$ cat src/rtl/pic_inta_sequencer_pkg.sv
// pic_pkg: shared types and constants for the 8259A-style PIC control path.
package pic_pkg;
  localparam int NUM_IR = 8;
  localparam logic [2:0] SPURIOUS_LEVEL = 3'd7;
  typedef enum logic [1:0] {IDLE, ACK1, GAP, ACK2} state_e;
endpackage

$ cat src/rtl/pic_inta_sequencer_if.sv
// pic_inta_sequencer_if: CPU INTA / resolver / OCW2 signals of the INTA sequencer.
interface pic_inta_sequencer_if;
  logic       inta_n;
  logic       int_req;
  logic [2:0] int_vec;
  logic [4:0] vec_base;
  logic       aeoi;
  logic [2:0] lowest_prio;
  logic       eoi_valid;
  logic       eoi_specific;
  logic [2:0] eoi_level;
  logic       int_out;
  logic       freeze;
  logic [7:0] isr;
  logic [7:0] data_out;
  logic       data_oe;
  logic       aeoi_done;
  logic       seq_err;
  modport master (
    output inta_n, int_req, int_vec, vec_base, aeoi, lowest_prio, eoi_valid, eoi_specific, eoi_level,
    input  int_out, freeze, isr, data_out, data_oe, aeoi_done, seq_err
  );
  modport slave (
    input  inta_n, int_req, int_vec, vec_base, aeoi, lowest_prio, eoi_valid, eoi_specific, eoi_level,
    output int_out, freeze, isr, data_out, data_oe, aeoi_done, seq_err
  );
endinterface

$ cat src/rtl/pic_inta_sequencer_priority_find.sv
// pic_priority_find: highest-priority set bit; level lowest_prio+1 ranks first, then ascending with wrap.
module pic_priority_find
  import pic_pkg::*;
(
  input  logic [NUM_IR-1:0] vec_i,
  input  logic [2:0]        lowest_prio_i,
  output logic [2:0]        idx_o,
  output logic              valid_o
);
  logic [2:0] lvl;
  always_comb begin
    idx_o = '0;
    valid_o = 1'b0;
    lvl = '0;
    for (int k = NUM_IR - 1; k >= 0; k--) begin
      lvl = lowest_prio_i + 3'(k) + 3'd1;
      if (vec_i[lvl]) begin
        idx_o = lvl;
        valid_o = 1'b1;
      end
    end
  end
endmodule

$ cat src/rtl/pic_inta_sequencer.sv
// pic_inta_sequencer: two-pulse INTA handshake, ISR ownership, vector drive and EOI handling.
module pic_inta_sequencer
  import pic_pkg::*;
#(
  parameter int TIMEOUT_CYCLES = 64
) (
  input logic clk,
  input logic rst_n,
  pic_inta_sequencer_if.slave bus
);
  localparam int CW = $clog2(TIMEOUT_CYCLES + 1);
  state_e state_q, state_d;
  logic sync1_q, sync2_q, dly_q;
  logic [2:0] vec_q, vec_d;
  logic spur_q, spur_d;
  logic [NUM_IR-1:0] isr_q, isr_d, isr_set, isr_clr, eoi_clr;
  logic int_out_q, int_out_d, freeze_q, freeze_d, oe_q, oe_d;
  logic aeoi_done_q, aeoi_done_d, err_q, err_d;
  logic [7:0] data_q, data_d;
  logic [CW-1:0] cnt_q, cnt_d;
  logic fall, rise, pf_valid;
  logic [2:0] pf_idx;
  assign fall = dly_q & ~sync2_q;
  assign rise = ~dly_q & sync2_q;
  pic_priority_find u_find (
    .vec_i(isr_q), .lowest_prio_i(bus.lowest_prio), .idx_o(pf_idx), .valid_o(pf_valid)
  );
  // EOI search runs on the pre-update ISR; a same-cycle set of the same bit wins.
  assign eoi_clr = !bus.eoi_valid ? '0 :
                   bus.eoi_specific ? NUM_IR'(1) << bus.eoi_level :
                   pf_valid ? NUM_IR'(1) << pf_idx : '0;
  always_comb begin
    state_d = state_q;
    vec_d = vec_q;
    spur_d = spur_q;
    int_out_d = int_out_q;
    freeze_d = freeze_q;
    oe_d = oe_q;
    data_d = data_q;
    err_d = err_q;
    cnt_d = cnt_q;
    aeoi_done_d = 1'b0;
    isr_set = '0;
    isr_clr = '0;
    case (state_q)
      IDLE: begin
        int_out_d = bus.int_req;
        if (fall) begin
          state_d = ACK1;
          vec_d = bus.int_req ? bus.int_vec : SPURIOUS_LEVEL;
          spur_d = ~bus.int_req;
          isr_set = bus.int_req ? NUM_IR'(1) << bus.int_vec : '0;
          int_out_d = 1'b0;
          freeze_d = 1'b1;
        end
      end
      ACK1: if (rise) begin
        state_d = GAP;
        cnt_d = '0;
      end
      GAP: begin
        cnt_d = cnt_q + 1'b1;
        if (fall) begin
          state_d = ACK2;
          data_d = {bus.vec_base, vec_q};
          oe_d = 1'b1;
        end else if (cnt_q == CW'(TIMEOUT_CYCLES - 1)) begin
          state_d = IDLE;
          freeze_d = 1'b0;
          err_d = 1'b1;
        end
      end
      ACK2: if (rise) begin
        state_d = IDLE;
        oe_d = 1'b0;
        freeze_d = 1'b0;
        isr_clr = (bus.aeoi && !spur_q) ? NUM_IR'(1) << vec_q : '0;
        aeoi_done_d = bus.aeoi && !spur_q;
      end
      default: state_d = IDLE;
    endcase
    isr_d = (isr_q & ~(isr_clr | eoi_clr)) | isr_set;
  end
  always_ff @(posedge clk or negedge rst_n) begin
    if (!rst_n) begin
      {sync1_q, sync2_q, dly_q} <= 3'b111;
      state_q <= IDLE;
      vec_q <= '0;
      spur_q <= 1'b0;
      isr_q <= '0;
      int_out_q <= 1'b0;
      freeze_q <= 1'b0;
      oe_q <= 1'b0;
      data_q <= '0;
      aeoi_done_q <= 1'b0;
      err_q <= 1'b0;
      cnt_q <= '0;
    end else begin
      {sync1_q, sync2_q, dly_q} <= {bus.inta_n, sync1_q, sync2_q};
      state_q <= state_d;
      vec_q <= vec_d;
      spur_q <= spur_d;
      isr_q <= isr_d;
      int_out_q <= int_out_d;
      freeze_q <= freeze_d;
      oe_q <= oe_d;
      data_q <= data_d;
      aeoi_done_q <= aeoi_done_d;
      err_q <= err_d;
      cnt_q <= cnt_d;
    end
  end
  assign bus.int_out = int_out_q;
  assign bus.freeze = freeze_q;
  assign bus.isr = isr_q;
  assign bus.data_out = data_q;
  assign bus.data_oe = oe_q;
  assign bus.aeoi_done = aeoi_done_q;
  assign bus.seq_err = err_q;
endmodule

$ cat src/flat_wrapper.sv
// flat-port wrapper written by rule: the top's interface ports become plain ports
module pic_inta_sequencer_flat import pic_pkg::*;
#(
  parameter int TIMEOUT_CYCLES = 64
)
  (clk, rst_n, bus_inta_n, bus_int_req, bus_int_vec, bus_vec_base, bus_aeoi, bus_lowest_prio, bus_eoi_valid, bus_eoi_specific, bus_eoi_level, bus_int_out, bus_freeze, bus_isr, bus_data_out, bus_data_oe, bus_aeoi_done, bus_seq_err);
  pic_inta_sequencer_if bus_i ();
  input logic clk;
  input logic rst_n;
  input wire logic [$bits(bus_i.inta_n)-1:0] bus_inta_n;
  input wire logic [$bits(bus_i.int_req)-1:0] bus_int_req;
  input wire logic [$bits(bus_i.int_vec)-1:0] bus_int_vec;
  input wire logic [$bits(bus_i.vec_base)-1:0] bus_vec_base;
  input wire logic [$bits(bus_i.aeoi)-1:0] bus_aeoi;
  input wire logic [$bits(bus_i.lowest_prio)-1:0] bus_lowest_prio;
  input wire logic [$bits(bus_i.eoi_valid)-1:0] bus_eoi_valid;
  input wire logic [$bits(bus_i.eoi_specific)-1:0] bus_eoi_specific;
  input wire logic [$bits(bus_i.eoi_level)-1:0] bus_eoi_level;
  output wire logic [$bits(bus_i.int_out)-1:0] bus_int_out;
  output wire logic [$bits(bus_i.freeze)-1:0] bus_freeze;
  output wire logic [$bits(bus_i.isr)-1:0] bus_isr;
  output wire logic [$bits(bus_i.data_out)-1:0] bus_data_out;
  output wire logic [$bits(bus_i.data_oe)-1:0] bus_data_oe;
  output wire logic [$bits(bus_i.aeoi_done)-1:0] bus_aeoi_done;
  output wire logic [$bits(bus_i.seq_err)-1:0] bus_seq_err;
  assign bus_i.inta_n = bus_inta_n;
  assign bus_i.int_req = bus_int_req;
  assign bus_i.int_vec = bus_int_vec;
  assign bus_i.vec_base = bus_vec_base;
  assign bus_i.aeoi = bus_aeoi;
  assign bus_i.lowest_prio = bus_lowest_prio;
  assign bus_i.eoi_valid = bus_eoi_valid;
  assign bus_i.eoi_specific = bus_eoi_specific;
  assign bus_i.eoi_level = bus_eoi_level;
  assign bus_int_out = bus_i.int_out;
  assign bus_freeze = bus_i.freeze;
  assign bus_isr = bus_i.isr;
  assign bus_data_out = bus_i.data_out;
  assign bus_data_oe = bus_i.data_oe;
  assign bus_aeoi_done = bus_i.aeoi_done;
  assign bus_seq_err = bus_i.seq_err;
  pic_inta_sequencer #(.TIMEOUT_CYCLES(TIMEOUT_CYCLES)) u_core (.clk(clk), .rst_n(rst_n), .bus(bus_i));
endmodule
$ cat config.mk
export PLATFORM = sky130hd
export DESIGN_NAME = pic_inta_sequencer_flat
export DESIGN_NICKNAME = d
export VERILOG_FILES = /design/src/rtl/pic_inta_sequencer_pkg.sv /design/src/rtl/pic_inta_sequencer_if.sv /design/src/rtl/pic_inta_sequencer_priority_find.sv /design/src/rtl/pic_inta_sequencer.sv /design/src/flat_wrapper.sv
export SDC_FILE = /design/constraint.sdc
export NUM_CORES = 1
export LEC_CHECK = 0
export ABC_AREA = 1
export CAP_MARGIN = 40
export CORE_UTILIZATION = 49
export DETAILED_ROUTE_END_ITERATION = 12
export PLACE_DENSITY = 0.79
export SYNTH_ARGS = -nofsm -noshare
export SYNTH_HDL_FRONTEND = slang
export SYNTH_SLANG_ARGS = --single-unit
$ cat constraint.sdc
create_clock -name clk -period 1.7 [get_ports clk]
set_clock_uncertainty 0.05 [all_clocks]
set_input_delay 0.34 -clock clk [delete_from_list [all_inputs] [get_ports clk]]
set_output_delay 0.34 -clock clk [all_outputs]
set_load 0.02 [all_outputs]
======== Word level (Yosys, flattened, before mapping) ========
Index checks and enable logic that the tools add are counted.
word-level totals
  register bits ........................... 37
  word-level logic and storage cells ...... 134
  output and inout port bits .............. 21
  input port bits ......................... 21
operators by class
  bitwise operators ....................... 10
  add/subtract/negate cells ............... 15
  $lt $le $gt $ge ......................... 8
  shifts and indexed selects .............. 4
  reduce and logical (&&, ||, !) cells .... 13
  equal/unequal tests ..................... 11
  muxes and demuxes ....................... 59
operators by type and width
  operator               count
  $mux W8                9
  $lt A3 B4 Y1 const B   8
  $shl A1 B3 Y8 const A  4
  $mux W3                9
  $add A3 B1 Y3 const B  8
  $bmux W1 S3            8
  $mux W1                23
  $or A8 B8 Y8           2
  $pmux W7 S2            1
  $add A3 B3 Y3 const B  4
  $mux W2                5
  $ne A2 B1 Y1 const B   5
  $and A8 B8 Y8          1
  $not A8 Y8             1
  $pmux W2 S4            1
  $add A7 B1 Y7 const B  1
  $eq A7 B6 Y1 const B   1
  $mux W7                1
  $add A3 B2 Y3 const B  2
  $reduce_and A2 Y1      3
  $reduce_and A3 Y1      2
  $reduce_and A5 Y1      1
  $eq A2 B2 Y1 const B   2
  $not A1 Y1             4
  other kinds (12)       14

======== Logic depth before layout (Yosys ltp) ========
  depth after elaboration ................. 20
  mapped depth ............................ 24

======== Hierarchy ========
A second synthesis with hierarchy kept.
second synthesis, totals
  cells, all modules ...................... 405
  area total of the unflattened synthesis .. 2638.8 um2
modules (own cells, without submodules)
  module              cells an instance  instances  area each (um2)
  pic_inta_sequencer  258                1          1960.6
  pic_priority_find   147                1          678.2

======== Worst setup path after synthesis ========
OpenSTA, ideal clock, no wires.
  path type ............................... input-to-reg
  from .................................... input port bus_lowest_prio[0]
  to ...................................... register u_core.isr_q[0], in the netlist u_core.bus.isr[0]
  buffers on the path ..................... 3
  data required time ...................... 1.534 ns
  stages on the path ...................... 17
  slack ................................... -0.763 ns
  data arrival time ....................... 2.297 ns
  cells stage by stage .................... buf_6 > inv_4 > buf_8 > ha_1 > buf_2 > xnor2_1 > o21ai_1 > nand2_1 > nand2_1 > a21oi_1 > nand2_1 > nand2_2 > nand3_1 > nand2_1 > nand2_1 > nand2_1 > nand2_1
between the ends
  cells in the longest elaborated chain, start to end .. 20
  elaborated cells between the ends (all ways) .. 54
  those cells by class .................... add/sub (14); shift (1); mux (35); bitwise (4)
RTL lines
  item                           RTL line                                RTL
  from (decl)                    flat_wrapper.sv:15                      input wire logic [$bits(bus_i.lowest_prio)-1:0] bus_lowest_prio;
  $add A3 B3 Y3                  pic_inta_sequencer_priority_find.sv:16  lvl = lowest_prio_i + 3'(k) + 3'd1;
  $add A3 B1 Y3                  pic_inta_sequencer_priority_find.sv:16
  $bmux W1 S3                    pic_inta_sequencer_priority_find.sv:17  if (vec_i[lvl]) begin
  $mux W1 (not written as such)  pic_inta_sequencer_priority_find.sv:17
  $mux W3 (8 in series)          pic_inta_sequencer_priority_find.sv:17
  $shl A1 B3 Y8                  pic_inta_sequencer.sv:31                pf_valid ? NUM_IR'(1) << pf_idx : '0;
  $mux W8 (*)                    pic_inta_sequencer.sv:31
  $mux W8 (*)                    pic_inta_sequencer.sv:30                bus.eoi_specific ? NUM_IR'(1) << bus.eoi_level :
  $mux W8 (*)                    pic_inta_sequencer.sv:29                assign eoi_clr = !bus.eoi_valid ? '0 :
  $or A8 B8 Y8 (*)               pic_inta_sequencer.sv:82                isr_d = (isr_q & ~(isr_clr | eoi_clr)) | isr_set;
  $not A8 Y8 (*)                 pic_inta_sequencer.sv:82
  $and A8 B8 Y8 (*)              pic_inta_sequencer.sv:82
  $or A8 B8 Y8 (*)               pic_inta_sequencer.sv:82
  via u_core.isr_d[0]            pic_inta_sequencer.sv:16                logic [NUM_IR-1:0] isr_q, isr_d, isr_set, isr_clr, eoi_clr;
  to (signal assigned)           pic_inta_sequencer.sv:103               isr_q <= isr_d;
  to (decl)                      pic_inta_sequencer.sv:16
Mark *: on every way through the listed nets, which the timed path passes. The rest lies on a longest branch. The select of a mux whose other input is x is not followed.
A chain may end at the register's enable or synchronous reset.

======== Worst setup path in the final report ========
  from .................................... register u_core.isr_q[1], in the netlist u_core.bus.isr[1]
  to ...................................... register u_core.isr_q[0], in the netlist u_core.bus.isr[0]
between the ends
  cells in the longest elaborated chain, start to end .. 18
  elaborated cells between the ends (all ways) .. 40
  those cells by class .................... shift (1); mux (35); bitwise (4)
RTL lines
  item                           RTL line
  $bmux W1 S3                    pic_inta_sequencer_priority_find.sv:17
  $mux W1 (not written as such)  pic_inta_sequencer_priority_find.sv:17
  $mux W3 (8 in series)          pic_inta_sequencer_priority_find.sv:17
  $shl A1 B3 Y8                  pic_inta_sequencer.sv:31
  $mux W8 (*)                    pic_inta_sequencer.sv:31
  $mux W8 (*)                    pic_inta_sequencer.sv:30
  $mux W8 (*)                    pic_inta_sequencer.sv:29
  $or A8 B8 Y8 (*)               pic_inta_sequencer.sv:82
  $not A8 Y8 (*)                 pic_inta_sequencer.sv:82
  $and A8 B8 Y8 (*)              pic_inta_sequencer.sv:82
  $or A8 B8 Y8 (*)               pic_inta_sequencer.sv:82
  via u_core.isr_d[0]            pic_inta_sequencer.sv:16
Marked as above.

==> metrics.yaml <==
run_status:
  outcome: "finished, violations left"
  failed_checks: "setup timing"
yosys:
  async_flop_share_pct: 100
  avgSynthCellArea_um2: 6.80
  synthesis.area_um2: 2620
  synth-edff-count: 0
  synth_cell_types: 36
  synth.yosys.warnings: 0
  netlist_top_cells_area: "dfrtp_1 32%, nand2_1 18%, nand3_1 9.3%, inv_1 5.9%, nor2_1 4.0%"
  ys_seq_elements: 37
  synth.most_common_cell: "nand2_1"
  yosys.area_share.adder_pct: 1.91
  yosys.area_share.xor_xnor_pct: 2.05
  synth_compound_gate_area_share_pct: 11.4
  yosys.area.top_type_share_pct: 32.4
  synthMuxAreaShare_pct: 0.429
  seq_area_frac_synth_pct: 35.4
  synth_top_family_by_area: "simple AND/OR/NAND/NOR gates"
  syn_inst: 386
  synthFlopType: "dfrtp_1"
  syn-num-nets: 411
  ys_top_cells_by_count: "128 x nand2_1, 49 x nand3_1, 41 x inv_1, 34 x dfrtp_1, 28 x nor2_1"
  synth_top_area_cell: "dfrtp_1"
  yosys.area_share.simple_pct: 39.5
floorplan:
  boundaryPins: 42
  dieWidth_um: 75.2
  die-area_um2: 5650
  die-height_um: 75.2
  coreArea_um2: 5140
  num_rows: 26
  initial_core_util_pct: 51.0
hold_path:
  hold_class: "reg2reg"
final_layout:
  layout.nets: 521
  area_delta_synth_final_pct: 56.1
  n_antenna_cell: 0
  fin_cells: 567
  final_util_pct: 79.7
  final_cell_area_um2: 4100
  drive_above_1_share_pct: 37.4
timing:
  hold_viol: 0
  grt_setup_unrepaired: "true"
  postLayoutSetupSlackWorst_ns: -0.407
  slew_violations: 0
  finalSetupViolCount: 10
  worstMarginPinSlew_ns: 0.440
  period_share_pct: 124
  fmax_ghz: 0.475
  tns_ns: -3.11
  fin_crit_ns: 2.11
  relSlewSlack_pct: 70.7
critical_path:
  reg2reg_slack_ns: -0.41
  worstSetupPathType: "reg2reg"
  required_ns: 1.83
  worstPathMaxFanout: 5
  cp.arrival_ns: 2.23
  critPathLaunchType: "flop"
  end_kind: "flop"
routing:
  viasPerCell: 5.34
  ant_nets: 0
  drtIter0Drc: 176
  drt-total-wl_mm: 8.48
  vias: 3026
  wl_per_cell_um: 15.0
  dr.pass1.iters: 5
  drc: 0
pwr:
  power_frac_comb_pct: 55.2
  intPower_mw: 2.50
  clkPwrFrac_pct: 13.7
  power.total_mw: 4.43
  powerDensity_nw_per_um2: 1080
  switching_share_pct: 43.5
  p_seq_share_pct: 31.0
  leakagePower_nw: 2.10
  peakVddDrop_uv: 915
  p_switching_mw: 1.92
clocking:
  htreeDepth: 2
  root_buffer: "clkbuf_8"
  cts_buffer_depth: 2
  cts_inserted_buffers: 5
  clkTransAtPathRegs_ns: 0.08
  clock_latency_ns: 0.29
  clock-sinks: 37
  tritoncts: "done"
place:
  gp_congestion: 0.931
  dp_cells: 541
  dpl-instance-area_um2: 3500
  dp_hpwl_mm: 5.58
  portBuffers: 41
grt:
  first_global_vias: 2859
  grt_max_degree: 20
  grt_usage_pct: 28.9
  antenna_found_initial: 0
  grt_pass1_wl_mm: 12.5
  grt_overflow: 0
flow_run:
  maxCapViolations: 0
## layout by cell type, fill, tap and decap left out, types with 2 or more instances in the layout
cell type	n
nand4_1	2
clkbuf_2	2
clkbuf_1	2
inv_1	37
dlygate4sd2_1	4
o21ai_1	2
dfstp_2	3
a21oi_2	3
nand3_4	10
nand2_2	27
o41ai_1	2
inv_4	4
dfrtp_2	3
clkbuf_8	5
buf_4	64
clkdlybuf4s50_1	29
a22oi_1	2
o21a_1	6
xnor2_4	3
nand2_4	11
nand3_1	34
o21ai_0	12
ha_2	2
o21ai_2	2
buf_8	2
nor2_1	19
nor2_4	4
nand3_2	12
inv_2	8
a21oi_1	17
nor2_2	5
nand2_1	104
dfrtp_1	31
clkdlybuf4s15_1	2
buf_6	4
## worst paths after layout
kind	start	end	cells after the start
min in group asynchronous	rst_n	u_core.bus.freeze	2
worst min register to register	u_core.sync1_q	u_core.sync2_q	0
worst min-delay path	u_core.sync1_q	u_core.sync2_q	0
worst max-delay path	u_core.bus.isr[1]	u_core.bus.isr[0]	18
worst max register to register	u_core.bus.isr[1]	u_core.bus.isr[0]	18
max in group asynchronous	rst_n	u_core.bus.isr[0]	3
## worst max-delay path, cell delays in order, from the launching register on
cell and delay (ns):
dfrtp_1 0.43, nand2_2 0.09, nand2_2 0.09, buf_4 0.11, inv_1 0.03, o21ai_1 0.20
nand2_1 0.14, nand2_2 0.14, inv_2 0.05, nand2_1 0.06, nand2_1 0.06, nand2_2 0.07
nand2_4 0.08, inv_4 0.08, nand3_1 0.09, nand2_1 0.07, nand2_1 0.06, nand2_1 0.06
nand2_1 0.04
## logic make-up after synthesis
kind of cell	after synthesis
xor gates and xnor gates	4
buffers and inverters	58
DFF	37
muxes	1
and+or+nand+nor	232
adders and majority gates	4
AOI/OAI and AO/OA	50
## layer usage
layer | up-vias | global-route usage, % | wire (um)
li1 | 1464 | - | -
met1 | 1435 | 31.9 | 3240
met2 | 108 | 56.5 | 4610
met3 | 19 | 4.95 | 451
met4 | 0 | 8.02 | 180
met5 | - | 0 | 0
## final cells by class
type                    count  area, um2
multi-input cells         291       1840
clock inverters             1       8.76
clock buffers               7       76.3
fillers                   354       1040
repair buffers            109        926
well taps                  70       87.6
inverters                  52        219
flip-flops and latches     37        933
## through the flow
step	hold slack (ns)	setup WS, ns
2_1_floorplan	-0.00559	-0.547
3_3_place_gp	0.247	-1.02
3_5_place_dp	0.256	-1.07
4_1_cts	0.315	-0.241
5_1_grt	0.315	-0.505
6_report	0.310	-0.407
## registers in the layout (all words and copies together), names as in the netlist
signal and count:
u_core.bus.seq_err 1, u_core.bus.int_out 1, u_core.state_q 2, u_core.bus.aeoi_done 1
u_core.bus.data_oe 1, u_core.spur_q 1, u_core.bus.isr 8, u_core.dly_q 1
u_core.sync1_q 1, u_core.bus.data_out 8, u_core.bus.freeze 1, u_core.cnt_q 7
u_core.vec_q 3, u_core.sync2_q 1
## power groups by stage
stage / combinational [mW] / sequential (mW) / clock [mW]
2_1_floorplan: 1.01 / 1.52 / 0
3_3_place_gp: 1.97 / 1.35 / 0
3_5_place_dp: 2.02 / 1.36 / 0
4_1_cts: 2.21 / 1.36 / 0.611
5_1_grt: 2.66 / 1.40 / 0.642
6_report: 2.44 / 1.37 / 0.608
## repair_timing
item,in CTS,in global routing
setup endpoints to repair,19,21
buffers inserted,7,11
gates resized for setup,83,45
pin swaps,32,36
endpoints found under the hold margin,14,0
hold buffers,1,0
(Power assumes the default switching activity.)
